==> src/rtl/mdu_seq_ctrl.sv <==
// mdu_seq_ctrl: EXE-stage multiply/divide sequencer with MADD/MSUB accumulation and flush abort
module mdu_seq_ctrl #(
    parameter int MUL_CYCLES = 2
) (
    input  logic        clk,
    input  logic        rst,
    input  logic [3:0]  mdu_op,
    input  logic [31:0] src_a,
    input  logic [31:0] src_b,
    input  logic [31:0] hi_in,
    input  logic [31:0] lo_in,
    input  logic        flush,
    input  logic        exe_adv,
    output logic        mdu_stall,
    output logic        mdu_finish,
    output logic [31:0] hi_out,
    output logic [31:0] lo_out
);
    typedef enum logic [1:0] {IDLE, BUSY_MUL, BUSY_DIV, DONE} state_t;
    state_t state_q, state_d;
    logic [4:0]  cnt_q, cnt_d;
    logic [3:0]  op_q, op_d;
    logic [31:0] a_q, a_d, b_q, b_d, hi_q, hi_d, lo_q, lo_d;
    logic [31:0] rem_q, rem_d, quo_q, quo_d, hi_out_q, hi_out_d, lo_out_q, lo_out_d;
    logic        fin_q, fin_d;
    logic        in_mul, in_div, sgn, acc, sub, qbit, qneg, rneg;
    logic [31:0] a_mag_in, b_mag, rem_nx, quo_nx, q_fix, r_fix;
    logic [32:0] shl, diff;
    logic [63:0] ext_a, ext_b, prod, mul_res;

    assign in_div   = (mdu_op == 4'd3) || (mdu_op == 4'd4);
    assign in_mul   = (mdu_op == 4'd1) || (mdu_op == 4'd2) || (mdu_op >= 4'd5 && mdu_op <= 4'd8);
    assign a_mag_in = (mdu_op[0] && src_a[31]) ? -src_a : src_a;
    // Odd op codes are the signed variants; 5..8 accumulate, 7..8 subtract
    assign sgn      = op_q[0];
    assign acc      = op_q >= 4'd5;
    assign sub      = op_q >= 4'd7;
    assign ext_a    = sgn ? {{32{a_q[31]}}, a_q} : {32'b0, a_q};
    assign ext_b    = sgn ? {{32{b_q[31]}}, b_q} : {32'b0, b_q};
    assign prod     = ext_a * ext_b;
    assign mul_res  = !acc ? prod : sub ? {hi_q, lo_q} - prod : {hi_q, lo_q} + prod;
    assign b_mag    = (sgn && b_q[31]) ? -b_q : b_q;
    assign shl      = {rem_q, quo_q[31]};
    assign diff     = shl - {1'b0, b_mag};
    assign qbit     = !diff[32];
    assign rem_nx   = qbit ? diff[31:0] : shl[31:0];
    assign quo_nx   = {quo_q[30:0], qbit};
    assign qneg     = sgn && (a_q[31] ^ b_q[31]);
    assign rneg     = sgn && a_q[31];
    assign q_fix    = qneg ? -quo_nx : quo_nx;
    assign r_fix    = rneg ? -rem_nx : rem_nx;

    assign mdu_stall  = !rst && !flush && ((state_q == IDLE && (in_mul || in_div)) ||
                        state_q == BUSY_MUL || state_q == BUSY_DIV);
    assign mdu_finish = fin_q;
    assign hi_out     = hi_out_q;
    assign lo_out     = lo_out_q;

    always_comb begin
        state_d  = state_q;
        cnt_d    = cnt_q;
        op_d     = op_q;
        a_d      = a_q;
        b_d      = b_q;
        hi_d     = hi_q;
        lo_d     = lo_q;
        rem_d    = rem_q;
        quo_d    = quo_q;
        hi_out_d = hi_out_q;
        lo_out_d = lo_out_q;
        fin_d    = 1'b0;
        if (flush) begin
            state_d = IDLE;
            cnt_d   = '0;
        end else begin
            case (state_q)
                IDLE: if (in_mul || in_div) begin
                    a_d   = src_a;
                    b_d   = src_b;
                    hi_d  = hi_in;
                    lo_d  = lo_in;
                    op_d  = mdu_op;
                    cnt_d = '0;
                    rem_d = '0;
                    quo_d = a_mag_in;
                    if (in_div && src_b == 32'd0) begin
                        state_d  = DONE;
                        hi_out_d = src_a;
                        lo_out_d = '1;
                        fin_d    = 1'b1;
                    end else begin
                        state_d = in_div ? BUSY_DIV : BUSY_MUL;
                    end
                end
                BUSY_MUL: begin
                    cnt_d = cnt_q + 5'd1;
                    if (cnt_q == 5'(MUL_CYCLES - 1)) begin
                        state_d  = DONE;
                        hi_out_d = mul_res[63:32];
                        lo_out_d = mul_res[31:0];
                        fin_d    = 1'b1;
                    end
                end
                BUSY_DIV: begin
                    cnt_d = cnt_q + 5'd1;
                    rem_d = rem_nx;
                    quo_d = quo_nx;
                    if (cnt_q == 5'd31) begin
                        state_d  = DONE;
                        hi_out_d = r_fix;
                        lo_out_d = q_fix;
                        fin_d    = 1'b1;
                    end
                end
                default: state_d = exe_adv ? IDLE : DONE;
            endcase
        end
    end

    always_ff @(posedge clk) begin
        if (rst) begin
            state_q  <= IDLE;
            cnt_q    <= '0;
            op_q     <= '0;
            a_q      <= '0;
            b_q      <= '0;
            hi_q     <= '0;
            lo_q     <= '0;
            rem_q    <= '0;
            quo_q    <= '0;
            hi_out_q <= '0;
            lo_out_q <= '0;
            fin_q    <= 1'b0;
        end else begin
            state_q  <= state_d;
            cnt_q    <= cnt_d;
            op_q     <= op_d;
            a_q      <= a_d;
            b_q      <= b_d;
            hi_q     <= hi_d;
            lo_q     <= lo_d;
            rem_q    <= rem_d;
            quo_q    <= quo_d;
            hi_out_q <= hi_out_d;
            lo_out_q <= lo_out_d;
            fin_q    <= fin_d;
        end
    end
endmodule

==> config.mk <==
export PLATFORM = sky130hd
export DESIGN_NAME = mdu_seq_ctrl
export DESIGN_NICKNAME = d
export VERILOG_FILES = /design/src/rtl/mdu_seq_ctrl.sv
export SDC_FILE = /design/constraint.sdc
export NUM_CORES = 2
export LEC_CHECK = 0
export ABC_AREA = 0
export ABC_CLOCK_PERIOD_IN_PS = 15500
export CAP_MARGIN = 10
export CORE_ASPECT_RATIO = 1.5
export CORE_MARGIN = 5
export CORE_UTILIZATION = 30
export DETAILED_ROUTE_END_ITERATION = 16
export PLACE_DENSITY_LB_ADDON = 0.15
export RECOVER_POWER = 50
export SYNTH_ARGS = -nofsm -noshare
export SYNTH_HDL_FRONTEND = slang
export SYNTH_SLANG_ARGS = --single-unit
==> constraint.sdc <==
create_clock -name clk -period 15.5 [get_ports clk]
set_clock_uncertainty 0.2 [all_clocks]
set_input_delay 1.55 -clock clk [delete_from_list [all_inputs] [get_ports clk]]
set_output_delay 1.55 -clock clk [all_outputs]
set_load 0.1 [all_outputs]
==> summary.txt <==
GRT
  • GR Overflow Total: 0
  • GR peak layer: met2
  • M3 GR Usage: between 1 and 1.5%
  • Total Routing Usage GR: 21.83%
  • First-pass GRT wire length: 400000 um
  • Largest net degree at the start of global routing: 93
  • Initial antenna violation count: 12
  • Vias in the first global route: 61170
  • GR Layer Usage met1: about a quarter
  • Met2 usage: a little over two fifths

Pwr
  • Worst VDD drop: 0.09136 mV
  • LEAKAGE: 36.05 nW
  • PwrDens: 49.04 mW/mm^2

Worst setup path
  • Worst Path Required: roughly 16000 ps
  • Crit path DAT: 14960 ps
  • CP endpoint kind: flop
  • Critical path startpoint category: flop
  • Worst Setup Path Type: flop to flop
  • Crit-path max FO: 19
  • Worst Reg-to-Reg Cells: 42
  • CP most frequent cell: fa_1
  • Slowest stage delay, CP: around 990 ps
  • Slowest CP cell: dfxtp_1

Timing
  • Crit share post-route: about 95%
  • Post-layout min period: 14650 ps
  • Relative slew slack: -135.5%
  • Max Clk Rate: ~68 MHz
  • Final setup viols: 0
  • Slew of the pin with the lowest slew margin: 3533 ps
  • Max-slew violations: 262
  • RSZ-0062 raised after global routing: no
  • Sum Neg Setup Slack: 0 ps
  • Final WS setup: 849.1 ps
  • Min Hold Slack: 254.3 ps
  • Hold Violations, Final: 0

Route
  • Routed length per instance: 23.57 um
  • Number of DRC markers in iteration 0: 2782
  • Via count: around 56000
  • Drt total wl: 264000 um
  • TritonRoute pass-1 iters: 7
  • Vias per cell: between 4 and 5
  • ANT nets after route: 0
  • DRC violations left: 0

Logic synthesis
  • Synth Register Bits: 268
  • Most area-consuming cells after synthesis: fa_1 41%, inv_1 8.6%, dfxtp_1 7.7%
  • Yosys warns: 0
  • Post-Syn Area per Cell: 8.473 um^2
  • Syn Nets: 10194
  • Count of different cell masters after synthesis: 96
  • Cells after synthesis: 8216
  • Leading area contributor after synthesis: fa_1
  • Post-synth EDFFs: 0
  • Synth Cell Area: 0.06962 mm^2
  • Dominant synthesized flop cell: dfxtp_1
  • Ys async rst share: 0%
  • Share of Yosys cell area claimed by the top area cell type: 41.27%
  • Sequential fraction of the synthesis area: 7.707%

Finish
  • Layout cells sized above 1: under 10%
  • Post-Layout Inst Area: between 0.07 and 0.08 mm^2
  • Area Growth Syn to Fin: 8.871%
  • Final Core Density: between 30% and 40%
  • Final Net Count: 10105

Placed design
  • Gpl congestion: 0.9294
  • Dpl cell area: 0.07482 mm^2
  • Final HPWL DP: between 200000 and 250000 um
  • Setup WS pre-CTS: 1034 ps
  • IO Port Bufs: 201

Die
  • Die area: 0.2420 mm^2
  • Chip width: about 400 um
  • Initial cell density of the core: a little under a third
  • Core Box Area: 0.2308 mm^2
  • Cell Rows: 216
  • Die Ht: between 500 and 600 um
  • # IOs: 202

Run status
  • Failing checks: max-capacitance violations, max-slew violations
  • Status: finished with violations

Clock network
  • # clock sinks: 268
  • CTS tree: built
  • Clock Latency Late Sink: 650 ps
  • H-tree depth: 1
  • Clock transition at the registers of the reported paths: roughly 90 ps
  • CTS root buffer: clkbuf_16
  • Clock Path Buffers: 3
  • Post-CTS setup buffers: 0
  • Hold buffers post-CTS: 0
  • Resize count post-CTS: 0
  • CTS buffer count: 27

Hold path
  • Hold Crit Depth: 2
  • Worst Hold Class: flop to flop

Run
  • Max Cap Viol: 6
kinds of logic after synthesis:
family	share of synthesized area [%]
flip-flops	7.707
buffers and inverters	11.07
adder cells (fa/ha/maj)	48.59
multiplexers	0.5428
AO/OA/AOI/OAI	10.74
AND/OR/NAND/NOR	17.05
XOR/XNOR	4.301
cell type report:
type | instances | area, um^2
Sequential cell | 268 | 5373
Clock buffer | 33 | 728.2
Antenna cell | 3 | 7.507
Timing Repair Buffer | 331 | 3024
Inverter | 1596 | 5991
Tap cell | 3052 | 3819
Multi-Input combinational cell | 5903 | 56590
Fill cell | 24688 | 155000
Clock inverter | 16 | 257.7
metrics by stage:
stage,std cells,power (mW)
after CTS,11198,3.747
after detailed placement,11149,2.903
after floorplan,8216,2.193
after global routing,11200,3.958
final,11202,3.717
after global placement,11149,2.920
critical path: cells and delay by family, from the launching register on:
kind	cells	cell delay, ps
simple gates	6	1750
flops	1	990
fa+ha+maj	12	5010
compound gates	13	4520
buf+inv	8	990
xor+xnor	3	980
metal layers:
| metal | wire, um | up-vias |
|---|---|---|
| li1 | - | 25252 |
| met2 | 140500 | 1193 |
| met3 | 6678 | 372 |
| met1 | 104600 | 28950 |
| met4 | 12240 | 0 |
| met5 | 0 | - |
cells in the final DEF, fill, tap and decap left out, drive strengths merged, types with 56 or more instances in the layout:
cell type	n
a21oi	498
and2	548
xor2	120
nand3	61
o21ai	211
ha	407
clkdlybuf4s50	132
fa	1435
xnor2	221
nor2	326
buf	125
nor3	102
nand2	1147
inv	1599
and3	56
dfxtp	268
a21o	80
dlygate4sd3	63
power by group:
part	switching (mW)	internal, mW	leakage, nW
clock network	0.370	0.438	0.477
logic	1.39	0.724	33.4
registers	0.0683	0.724	2.18
total	1.83	1.89	36.0
worst paths after layout:
kind / startpoint / endpoint / slack (ps)
min reg2reg: quo_q[21] / quo_q[21] / 250
max: b_q[4] / hi_out[15] / 850
min: quo_q[21] / quo_q[21] / 250
max reg2reg: b_q[4] / hi_out[15] / 850
flip-flops by register name, summed over array words and instances (netlist names):
register,cells
hi_q,32
lo_out,32
a_q,32
quo_q,32
hi_out,32
state_q,2
cnt_q,5
lo_q,32
mdu_finish,1
op_q,4
rem_q,32
b_q,32
synth_stat cells, types with 10 or more instances:
cell	instances
o31ai_1	33
nand3b_1	12
or3_1	33
fa_1	1435
a22oi_1	12
nand4_1	41
o211ai_1	48
dfxtp_1	268
o21a_1	33
ha_1	407
and3_1	56
nor2_1	326
buf_1	38
nor4_1	49
nor2b_1	23
inv_1	1595
a31o_2	11
a21oi_1	496
a221o_1	10
nand2_1	1146
a31oi_1	38
xor2_1	120
nand3_1	61
and4_1	17
or2_2	14
a21o_1	79
o2111ai_1	10
o21ai_0	203
and2_1	548
a311oi_1	20
clkbuf_1	391
mux2i_1	31
buf_2	19
a221oi_1	29
o21bai_1	26
nor3_1	101
a211oi_1	40
xnor2_1	220
nand2b_1	19
No activity file was read; power rests on OpenSTA's default activity.
